**src/rtl/vm_change_dispenser.sv**
```systemverilog
// Change dispenser: pays a refund amount as quarters/dimes/nickels from per-denomination
// coin tubes over a valid/ready ejector handshake, reporting any unpaid remainder.
module vm_change_dispenser #(
    parameter int BAL_W    = 16,
    parameter int TUBE_W   = 6,
    parameter int TUBE_MAX = 63,
    parameter int Q_VAL    = 25,
    parameter int D_VAL    = 10,
    parameter int N_VAL    = 5
) (
    input  logic              clk,
    input  logic              rst,
    input  logic              soft_rst,
    input  logic              change_req,
    input  logic [BAL_W-1:0]  change_amt,
    output logic              busy,
    output logic              coin_valid,
    output logic [1:0]        coin_type,
    input  logic              coin_ready,
    output logic              done,
    output logic [BAL_W-1:0]  short_amt,
    input  logic              refill_valid,
    input  logic [1:0]        refill_type,
    output logic [TUBE_W-1:0] q_cnt,
    output logic [TUBE_W-1:0] d_cnt,
    output logic [TUBE_W-1:0] n_cnt,
    output logic              exact_only
);

    localparam logic [1:0] S_IDLE   = 2'd0;
    localparam logic [1:0] S_SELECT = 2'd1;
    localparam logic [1:0] S_EJECT  = 2'd2;
    localparam logic [1:0] S_DONE   = 2'd3;

    localparam logic [1:0] T_NICKEL  = 2'b01;
    localparam logic [1:0] T_DIME    = 2'b10;
    localparam logic [1:0] T_QUARTER = 2'b11;

    logic [1:0]       state;
    logic [BAL_W-1:0] remaining;
    logic [BAL_W-1:0] coin_val;
    logic             eject_hs;
    logic             pick_q, pick_d, pick_n;

    assign eject_hs   = (state == S_EJECT) && coin_ready;
    assign busy       = (state != S_IDLE);
    assign coin_valid = (state == S_EJECT);
    assign done       = (state == S_DONE);

    // Greedy choice: a denomination qualifies only if it fits in remaining, so no underflow.
    assign pick_q = (q_cnt != '0) && (remaining >= BAL_W'(Q_VAL));
    assign pick_d = (d_cnt != '0) && (remaining >= BAL_W'(D_VAL));
    assign pick_n = (n_cnt != '0) && (remaining >= BAL_W'(N_VAL));

    always_comb begin
        coin_val = '0;
        case (coin_type)
            T_QUARTER: coin_val = BAL_W'(Q_VAL);
            T_DIME:    coin_val = BAL_W'(D_VAL);
            T_NICKEL:  coin_val = BAL_W'(N_VAL);
            default:   coin_val = '0;
        endcase
    end

    // Simultaneous refill and eject of one tube cancel out, even when the tube is full.
    function automatic logic [TUBE_W-1:0] tube_next(input logic [TUBE_W-1:0] cnt,
                                                    input logic take, input logic add);
        if (add && !take)
            return (cnt == TUBE_W'(TUBE_MAX)) ? cnt : cnt + 1'b1;
        else if (take && !add)
            return cnt - 1'b1;
        else
            return cnt;
    endfunction

    // NOTE: all state, tube counters included, uses non-blocking assignments so every
    // register samples the same pre-edge values.
    always_ff @(posedge clk) begin
        if (rst) begin
            state      <= S_IDLE;
            remaining  <= '0;
            coin_type  <= 2'b00;
            short_amt  <= '0;
            q_cnt      <= '0;
            d_cnt      <= '0;
            n_cnt      <= '0;
            exact_only <= 1'b0;
        end else begin
            q_cnt <= tube_next(q_cnt, eject_hs && (coin_type == T_QUARTER),
                               refill_valid && (refill_type == T_QUARTER));
            d_cnt <= tube_next(d_cnt, eject_hs && (coin_type == T_DIME),
                               refill_valid && (refill_type == T_DIME));
            n_cnt <= tube_next(n_cnt, eject_hs && (coin_type == T_NICKEL),
                               refill_valid && (refill_type == T_NICKEL));
            exact_only <= (n_cnt == '0);

            if (soft_rst) begin
                state <= S_IDLE;
            end else begin
                case (state)
                    S_IDLE: begin
                        if (change_req) begin
                            remaining <= change_amt;
                            state     <= S_SELECT;
                        end
                    end
                    S_SELECT: begin
                        if (pick_q) begin
                            coin_type <= T_QUARTER;
                            state     <= S_EJECT;
                        end else if (pick_d) begin
                            coin_type <= T_DIME;
                            state     <= S_EJECT;
                        end else if (pick_n) begin
                            coin_type <= T_NICKEL;
                            state     <= S_EJECT;
                        end else begin
                            short_amt <= remaining;
                            state     <= S_DONE;
                        end
                    end
                    S_EJECT: begin
                        if (coin_ready) begin
                            remaining <= remaining - coin_val;
                            state     <= S_SELECT;
                        end
                    end
                    default: state <= S_IDLE;
                endcase
            end
        end
    end

endmodule

```
**config.mk**
```make
export PLATFORM = sky130hd
export DESIGN_NAME = vm_change_dispenser
export DESIGN_NICKNAME = d
export VERILOG_FILES = /design/src/rtl/vm_change_dispenser.sv
export SDC_FILE = /design/constraint.sdc
export NUM_CORES = 1
export LEC_CHECK = 0
export CAP_MARGIN = 15
export CORE_MARGIN = 3
export CORE_UTILIZATION = 40
export DETAILED_ROUTE_END_ITERATION = 6
export GPL_TIMING_DRIVEN = 0
export PLACE_DENSITY = 0.66
export SLEW_MARGIN = 20
export SYNTH_ARGS = -nofsm -noshare
export SYNTH_HDL_FRONTEND = slang
export SYNTH_SLANG_ARGS = --single-unit
```
**constraint.sdc**
```tcl
create_clock -name clk -period 2.58 [get_ports clk]
set_input_delay 0.516 -clock clk [delete_from_list [all_inputs] [get_ports clk]]
set_output_delay 0.516 -clock clk [all_outputs]
set_load 0.05 [all_outputs]
```
==> results.sh, run 1 <==
export IMPL_status="complete, no violations"
export IMPL_synth_top_area_share_pct=30.9
export IMPL_routedWlPerCell_um=16.6
export IMPL_nNetsFinal=525
export IMPL_antenna_found_initial=0
export IMPL_first_iter_violations=168
export IMPL_synth_nets=453
export IMPL_setup_ws_ns=0.0715
export IMPL_grt_pass1_vias=3197
export IMPL_vias=3339
export IMPL_drv_slew=0
export IMPL_overflow=0
export IMPL_powerDensity_nw_per_um2=467
export IMPL_slew_headroom_pct=54.9
export IMPL_fin_crit_ns=2.51
export IMPL_core_area_sq_um=8420
export IMPL_fp_dieW_um=100
export IMPL_drive_gt1_share_pct=10.2
export IMPL_synth_cell_types=70
export IMPL_arrival_ns=2.71
export IMPL_cts_tree="yes"
export IMPL_worstSetupPathType="primary input to register"
export IMPL_crit_required_ns=2.78
export IMPL_ys_warn_count=0
export IMPL_die_area_sq_um=10100
export IMPL_fin_crit_sh_pct=97.2
export IMPL_worstMarginPinSlew_ns=0.677
export IMPL_ys_ff_latch=55
export IMPL_async_flop_share_pct=0
export IMPL_ys_top_cells_by_area="dfxtp_1, mux2i_1, ha_1"
export IMPL_grt_max_degree=20
export IMPL_wirelength_mm=9.70
export IMPL_ant_nets=0
export IMPL_syn_instance_count=408
export IMPL_min_path_type="register to register"
export IMPL_reg2reg_setup_slack_ns=0.15
export IMPL_maxCapViolations=0
export IMPL_fmax_ghz=0.399
export IMPL_dp_hpwl_mm=7.35
export IMPL_finalHoldViolCount=0
export IMPL_cp_start_kind="primary input"
export IMPL_clk_latency_ns=0.32
export IMPL_ys_flop_type="dfxtp_1"
export IMPL_clockRootBuffer="clkbuf_8"
export IMPL_first_pass_iters=4
export IMPL_synth_area_leader_cell="dfxtp_1"
export IMPL_synth_area_sq_um=3560
export IMPL_endpoint_kind="register"
export IMPL_finalSetupTns_ns=0
export IMPL_htreeDepth=2
export IMPL_clockBufferDepth=2
export IMPL_rr_startpoint="state[0]$_SDFFE_PP0P_"
export IMPL_ir_drop_mv=0.238
export IMPL_drc=0
export IMPL_vias_per_cell=5.70
export IMPL_setup_viol=0
export IMPL_io_pins=64
export IMPL_path_clk_slew_ns=0.11
export IMPL_dp_slack_ns=-0.773
export IMPL_seq_area_frac_synth_pct=30.9
export IMPL_die_y_um=100
export IMPL_rows=33
export IMPL_r2r_end="q_cnt[5]$_SDFFE_PP0P_"
export IMPL_portBuffers=63
export IMPL_p_leak_nw=1.65
export IMPL_grtUsageTotal_pct=19.5
export IMPL_path_max_fanout=7
export IMPL_endpoint="q_cnt[5]$_SDFFE_PP0P_"
export IMPL_cts_buffers=5
export IMPL_cts_sinks=55
export IMPL_start_util_pct=42.3
export IMPL_synth_most_common_cell="dfxtp_1"
export IMPL_netlist_top_cells_count="dfxtp_1, nor2_1, nand2b_1"
export IMPL_r2r_cells=8
export IMPL_grt_pass1_wl_mm=16.0
export IMPL_gp_congestion=0.894
export IMPL_area_growth_synth_to_final_pct=28.6
export IMPL_fin_worst_skew_ns=0.0184
export IMPL_synth_edff_count=0
export IMPL_n_antenna_cell=0
export IMPL_startpoint="coin_ready"
export IMPL_syn_area_per_cell_sq_um=8.73
## report_power, final
part / leakage [nW] / internal [W] / switching [W]
combinational: 1.15 / 0.000291 / 0.000372
clock: 0.0491 / 0.000201 / 0.000318
sequential: 0.450 / 0.000889 / 0.0000707
## logic make-up after synthesis
family	after synthesis	synth area share [%]
XOR/XNOR	13	3.20
multiplexers	31	8.85
adder cells (fa/ha/maj)	21	8.22
buffers and inverters	28	3.62
flip-flops	55	30.9
AND/OR/NAND/NOR	157	23.4
AO/OA/AOI/OAI	103	21.8
## worst min-delay path by stage
| stage | endpoint | slack [ns] | start | cells after the start |
|---|---|---|---|---|
| after detailed placement | short_amt[8]$_SDFFE_PP0P_ | 0.47 | short_amt[8]$_SDFFE_PP0P_ | 2 |
| after global routing | short_amt[8]$_SDFFE_PP0P_ | 0.52 | short_amt[8]$_SDFFE_PP0P_ | 2 |
| final | short_amt[8]$_SDFFE_PP0P_ | 0.48 | short_amt[8]$_SDFFE_PP0P_ | 2 |
| after floorplan | short_amt[15]$_SDFFE_PP0P_ | 0.47 | remaining[15]$_SDFFE_PP0P_ | 2 |
| after CTS | short_amt[8]$_SDFFE_PP0P_ | 0.49 | short_amt[8]$_SDFFE_PP0P_ | 2 |
| after global placement | short_amt[2]$_SDFFE_PP0P_ | 0.46 | short_amt[2]$_SDFFE_PP0P_ | 2 |
## layout make-up
class	count	area [sq um]
multi-input combinational	325	2450
tap	105	131
inverter	8	30.0
timing repair buffer	68	676
clock inverter	3	26.3
fill	846	3840
sequential	55	1110
clock buffer	5	68.8
buffer	17	87.6
## metal layers
| metal | routed length, um | GRT usage (%) |
|---|---|---|
| met5 | 0 | 0 |
| met4 | 125 | 4.87 |
| met3 | 476 | 2.15 |
| met2 | 4560 | 31.7 |
| met1 | 4540 | 27.7 |
## cells in the final DEF (no fill, tap or decap), types with 13 or more instances in the layout
cell and instances:
a21oi_1 18, nand2b_1 33, nand2_1 27, xnor2_1 13
mux2i_1 27, ha_1 13, clkbuf_1 14, dfxtp_1 51
nor2_1 39, clkdlybuf4s50_1 58
## stage by stage
step	area (sq um)	hold slack [ns]	total power, W	cells	util [%]
2_1_floorplan	3560	0.474	0.00142	408	-
3_3_place_gp	4330	0.463	0.00160	576	51.4
3_5_place_dp	4330	0.470	0.00161	576	51.4
4_1_cts	4460	0.487	0.00213	584	53.0
5_1_grt	4580	0.515	0.00226	586	54.4
6_report	4580	0.480	0.00214	586	54.4
## repair_timing
| action | in CTS | in global routing |
|---|---|---|
| gates resized for setup | 12 | 18 |
| hold buffers | 0 | 0 |
| endpoints found under the setup margin | 10 | 9 |
| pin swaps | 2 | 6 |
| cloned | 0 | 0 |
| buffers inserted | 3 | 2 |
## registers in the layout (all words and copies together) (netlist names)
register	cells
short_amt	16
state	2
exact_only	1
remaining	16
coin_type	2
d_cnt	6
n_cnt	6
q_cnt	6
## worst max-delay path, cell delays in order
cell and delay (ns):
dlygate4sd2_1 0.31, and4b_1 0.26, a21o_4 0.25, ha_1 0.30, a211oi_2 0.22, o21bai_1 0.13, a211o_1 0.30, o31a_1 0.11
mux2_1 0.30
Note: power is estimated with default switching activity, not from simulation.
==> inputs of run 2 (changes only) <==
Settings changed: CELL_PAD_IN_SITES_DETAIL_PLACEMENT set to 1, CELL_PAD_IN_SITES_GLOBAL_PLACEMENT set to 1, CORE_UTILIZATION 40 to 36, PLACE_DENSITY 0.66 to unset, PLACE_DENSITY_LB_ADDON set to 0.1.
==> run 2 against run 1 <==
- clock skew decreased by 0.0093 ns
- critical endpoint is now short_amt[15]$_SDFFE_PP0P_
- register-to-register slack got worse by 0.02 ns
- global-route usage is 0.31 points higher
- sequential cell count stayed put
- critical path type is now register to register
- largest cell class unchanged
==> results.sh, run 2 (synthesized netlist as in run 1, its figures left out) <==
export IMPL_seqPwrFrac_pct=42.5
export IMPL_grt_max_degree=19
export IMPL_start_util_pct=37.8
export IMPL_status="complete, no violations"
export IMPL_dp_cells=600
export IMPL_layout_commonest_cell="clkdlybuf4s50_1"
export IMPL_dp_slack_ns=-0.830
export IMPL_p_leak_nw=1.66
export IMPL_setup_viol=0
export IMPL_fp_dieW_um=105
export IMPL_maxCapViolations=0
export IMPL_io_pins=64
export IMPL_clk_latency_ns=0.33
export IMPL_power_total_w=0.00226
export IMPL_final_cells=612
export IMPL_worstSetupPathType="register to register"
export IMPL_wirelength_mm=11.0
export IMPL_clockBufferDepth=2
export IMPL_pwr_share_comb_pct=29.6
export IMPL_powerDensity_nw_per_um2=491
export IMPL_grtUsageTotal_pct=19.8
export IMPL_area_growth_synth_to_final_pct=29.0
export IMPL_n_antenna_cell=0
export IMPL_min_path_type="register to register"
export IMPL_htreeDepth=2
export IMPL_fin_util_pct=48.8
export IMPL_nNetsFinal=527
export IMPL_p_sw_share_pct=35.0
export IMPL_routedWlPerCell_um=18.0
export IMPL_path_cells="nor4_2 > nand4_2 > o41ai_4 > and4_1 > buf_6 > buf_12 > mux2i_1"
export IMPL_clockRootBuffer="clkbuf_8"
export IMPL_worstMarginPinSlew_ns=0.678
export IMPL_cts_tree="yes"
export IMPL_cp_start_kind="register"
export IMPL_dp_hpwl_mm=8.13
export IMPL_endpoint_kind="register"
export IMPL_rows=35
export IMPL_die_area_sq_um=11100
export IMPL_fin_crit_sh_pct=95.1
export IMPL_crit_required_ns=2.84
export IMPL_grt_pass1_vias=3412
export IMPL_first_iter_violations=167
export IMPL_layout_common_cells="clkdlybuf4s50_1, dfxtp_1, nor2_1"
export IMPL_slew_headroom_pct=54.8
export IMPL_fin_worst_skew_ns=0.00904
export IMPL_drv_slew=0
export IMPL_drc=0
export IMPL_core_area_sq_um=9420
export IMPL_rsz0062_at_grt="no"
export IMPL_finalHoldViolCount=0
export IMPL_internal_power_w=0.00147
export IMPL_path_clk_slew_ns=0.12
export IMPL_setup_ws_ns=0.125
export IMPL_p_clk_share_pct=27.8
export IMPL_cts_buffers=5
export IMPL_arrival_ns=2.71
export IMPL_gp_congestion=0.859
export IMPL_portBuffers=63
export IMPL_antenna_found_initial=0
export IMPL_first_pass_iters=4
export IMPL_vias_per_cell=5.52
export IMPL_slowest_stage="nor4_2"
export IMPL_grt_pass1_wl_mm=17.8
export IMPL_path_max_fanout=10
export IMPL_drive_gt1_share_pct=9.94
export IMPL_ir_drop_mv=0.232
export IMPL_ant_nets=0
export IMPL_fin_crit_ns=2.45
export IMPL_cts_sinks=55
export IMPL_vias=3381
export IMPL_largestRegisters="remaining: 16 flops, short_amt: 16 flops"
export IMPL_slowest_delay_ns=0.50
export IMPL_die_y_um=105
export IMPL_overflow=0
export IMPL_p_sw_w=0.000789
export IMPL_fmax_ghz=0.407
-- run 2: metrics by stage --
step                      area, sq um  TNS (ns)  hold slack (ns)
after global placement           4360     -6.92            0.459
after detailed placement         4360     -7.81            0.469
after floorplan                  3560   -0.0667            0.474
after CTS                        4500   -0.0954            0.488
after global routing             4600         0            0.518
final                            4600         0            0.486
-- run 2: layer usage --
| metal | share of wire (%) | wire (um) | GRT usage, % | vias to the layer above |
|---|---|---|---|---|
| li1 | - | - | - | 1646 |
| met1 | 48 | 5240 | 27.7 | 1628 |
| met2 | 46 | 5070 | 32.2 | 92 |
| met3 | 4.8 | 532 | 2.94 | 15 |
| met4 | 1.3 | 147 | 4.59 | 0 |
| met5 | 0 | 0 | 0 | - |
-- run 2: area by class of cell --
class	count	area, sq um
buffer	17	88.8
inverter	8	30.0
clock inverter	3	46.3
multi-input combinational	325	2410
timing repair buffer	70	687
tap	129	161
fill	1123	4820
sequential	55	1110
clock buffer	5	68.8
-- run 2: worst max-delay path, delay by kind of cell (launching register included) --
| family | cells | cell delay (ns) |
|---|---|---|
| flip-flops | 1 | 0.42 |
| AO/OA/AOI/OAI | 1 | 0.42 |
| buffers and inverters | 2 | 0.31 |
| multiplexers | 1 | 0.19 |
| AND/OR/NAND/NOR | 3 | 1.03 |
-- run 2: repair_timing --
action / in CTS / in global routing
resized for setup: 10 / 18
pin swaps: 1 / 5
setup buffers: 2 / 5
hold buffers: 0 / 0
endpoints found under the hold margin: 0 / 0
setup endpoints to repair: 16 / 10
-- run 2: power by group through the flow --
stage | Combinational [W] | Clock (W) | Sequential, W
floorplan | 0.000387 | 0 | 0.00103
global placement | 0.000639 | 0 | 0.000971
detailed placement | 0.000651 | 0 | 0.000973
CTS | 0.000652 | 0.000636 | 0.000958
global route | 0.000731 | 0.000673 | 0.000969
finish | 0.000668 | 0.000628 | 0.000959
-- run 2: worst paths after layout --
| kind | cells after the start | start | endpoint | slack [ns] |
|---|---|---|---|---|
| worst max-delay path | 7 | remaining[11]$_SDFFE_PP0P_ | short_amt[15]$_SDFFE_PP0P_ | 0.13 |
| worst min-delay path | 2 | short_amt[7]$_SDFFE_PP0P_ | short_amt[7]$_SDFFE_PP0P_ | 0.49 |
| worst max register to register | 7 | remaining[11]$_SDFFE_PP0P_ | short_amt[15]$_SDFFE_PP0P_ | 0.13 |
| worst min register to register | 2 | short_amt[7]$_SDFFE_PP0P_ | short_amt[7]$_SDFFE_PP0P_ | 0.49 |
==> inputs of run 3 (changes only) <==
Settings changed: CORE_UTILIZATION 36 to 30.
==> run 3 against run 2 <==
- final cell count up 2.0%
- largest cell class unchanged
- clock power up 31%
- core utilization down 7.8 points
- worst hold slack worse by 0.0080 ns
==> results.sh, run 3 (synthesized netlist as in run 1, its figures left out) <==
export IMPL_status="complete, no violations"
export IMPL_rr_startpoint="state[0]$_SDFFE_PP0P_"
export IMPL_reg2reg_setup_slack_ns=0.12
export IMPL_cp_start_kind="primary input"
export IMPL_fp_dieW_um=115
export IMPL_dp_hpwl_mm=8.54
export IMPL_min_from="short_amt[4]$_SDFFE_PP0P_"
export IMPL_wirelength_mm=11.4
export IMPL_endpoint_kind="register"
export IMPL_path_buf_inv=1
export IMPL_rows=39
export IMPL_grt_pass1_wl_mm=18.8
export IMPL_layout_commonest_cell="clkdlybuf4s50_1"
export IMPL_postCtsHoldBufs=0
export IMPL_cts_buffers=5
export IMPL_crit_required_ns=2.77
export IMPL_wl_met3_um=463
export IMPL_wl_met1_mm=5.55
export IMPL_fmax_ghz=0.392
export IMPL_vias=3324
export IMPL_area_growth_synth_to_final_pct=32.7
export IMPL_drc=0
export IMPL_slowest_delay_ns=0.32
export IMPL_drv_slew=0
export IMPL_nNetsFinal=525
export IMPL_r2r_end="q_cnt[5]$_SDFFE_PP0P_"
export IMPL_slowest_stage="dlygate4sd2_1"
export IMPL_whs_endpoint="short_amt[4]$_SDFFE_PP0P_"
export IMPL_arrival_ns=2.73
export IMPL_power_total_w=0.00247
export IMPL_clk_latency_ns=0.30
export IMPL_n_antenna_cell=0
export IMPL_die_y_um=115
export IMPL_gp_congestion=0.877
export IMPL_htreeDepth=2
export IMPL_setup_viol=0
export IMPL_slew_headroom_pct=52.2
export IMPL_dp_slack_ns=-0.828
export IMPL_clockRootBuffer="clkbuf_16"
export IMPL_die_area_sq_um=13200
export IMPL_worstMarginPinSlew_ns=0.717
export IMPL_critPathTopFamily="compound AO/OA/AOI/OAI gates"
export IMPL_path_max_fanout=7
export IMPL_layout_common_cells="clkdlybuf4s50_1, dfxtp_1, nor2_1"
export IMPL_grt_max_degree=19
export IMPL_drive_gt1_share_pct=10.6
export IMPL_worstSetupPathType="primary input to register"
export IMPL_vias_per_cell=5.33
export IMPL_top_layer="met4"
export IMPL_met2WireLength_mm=5.22
export IMPL_path_cells="dlygate4sd2_1 > and4b_1 > a21o_4 > ha_1 > a211oi_2 > o21bai_1 > a211o_1 > o31a_1 > mux2_1"
export IMPL_grtUsageTotal_pct=17.8
export IMPL_finalHoldViolCount=0
export IMPL_fin_crit_sh_pct=98.8
export IMPL_setup_ws_ns=0.0316
export IMPL_maxCapViolations=0
export IMPL_overflow=0
export IMPL_ant_nets=0
export IMPL_min_path_type="register to register"
export IMPL_first_pass_iters=4
export IMPL_start_util_pct=30.9
export IMPL_routedWlPerCell_um=18.3
export IMPL_first_iter_violations=188
export IMPL_p_leak_nw=1.68
export IMPL_cts_tree="yes"
export IMPL_r2r_cells=8
export IMPL_clockBufferDepth=2
export IMPL_rsz0062_at_grt="yes"
export IMPL_largestRegisters="remaining: 16 flops, short_amt: 16 flops"
export IMPL_io_pins=64
export IMPL_powerDensity_nw_per_um2=522
export IMPL_path_clk_slew_ns=0.08
export IMPL_whs_path_depth=2
export IMPL_fin_crit_ns=2.55
export IMPL_cts_sinks=55
export IMPL_ir_drop_mv=0.255
export IMPL_fin_worst_skew_ns=0.00655
export IMPL_core_area_sq_um=11500
export IMPL_portBuffers=63
export IMPL_grt_pass1_vias=3450
export IMPL_antenna_found_initial=0
[run 3: how the worst max path moves through the flow]
stage,to,slack [ns],from,depth (start not counted)
after floorplan,n_cnt[5]$_SDFFE_PP0P_,-0.07,state[0]$_SDFFE_PP0P_,11
final,q_cnt[5]$_SDFFE_PP0P_,0.03,coin_ready,9
after detailed placement,d_cnt[5]$_SDFFE_PP0P_,-0.83,coin_ready,9
after CTS,q_cnt[5]$_SDFFE_PP0P_,0.005,refill_valid,9
after global placement,d_cnt[5]$_SDFFE_PP0P_,-0.76,coin_ready,9
after global routing,q_cnt[5]$_SDFFE_PP0P_,-0.09,coin_ready,9
[run 3: timing repair]
action / in CTS / in global routing
endpoints found under the setup margin: 21 / 19
buffers inserted: 5 / 0
pin swaps: 4 / 5
gates resized for setup: 20 / 14
[run 3: power by group]
| part | internal (W) | switching (W) |
|---|---|---|
| registers | 0.000888 | 0.0000755 |
| clock network | 0.000465 | 0.000359 |
| logic | 0.000295 | 0.000386 |
[run 3: final cells by class]
cell class | count | area [sq um]
clock buffer | 5 | 125
sequential | 55 | 1110
timing repair buffer | 68 | 672
multi-input combinational | 325 | 2480
inverter | 8 | 30.0
buffer | 17 | 88.8
fill | 1339 | 6790
clock inverter | 3 | 47.5
tap | 143 | 179
[run 3: routing by layer]
metal	vias to the layer above	track usage, %
li1	1645	-
met1	1588	24.4
met2	77	28.9
met3	14	2.84
met4	0	5.24
met5	-	0
[run 3: metrics by stage]
stage               hold slack [ns]  std cells  cell area [sq um]  TNS (ns)  utilization [%]
floorplan                     0.474        408               3560   -0.0667                -
global placement              0.460        614               4370     -7.42             38.0
detailed placement            0.470        614               4370     -8.37             38.0
CTS                           0.484        624               4670         0             40.5
global route                  0.516        624               4730    -0.113             41.0
finish                        0.478        624               4730         0             41.0
[run 3: worst min-delay path: cells and delay by family (launching register included)]
family,cells,cell delay [ns]
mux,1,0.06
flops,1,0.31
simple gates,1,0.06
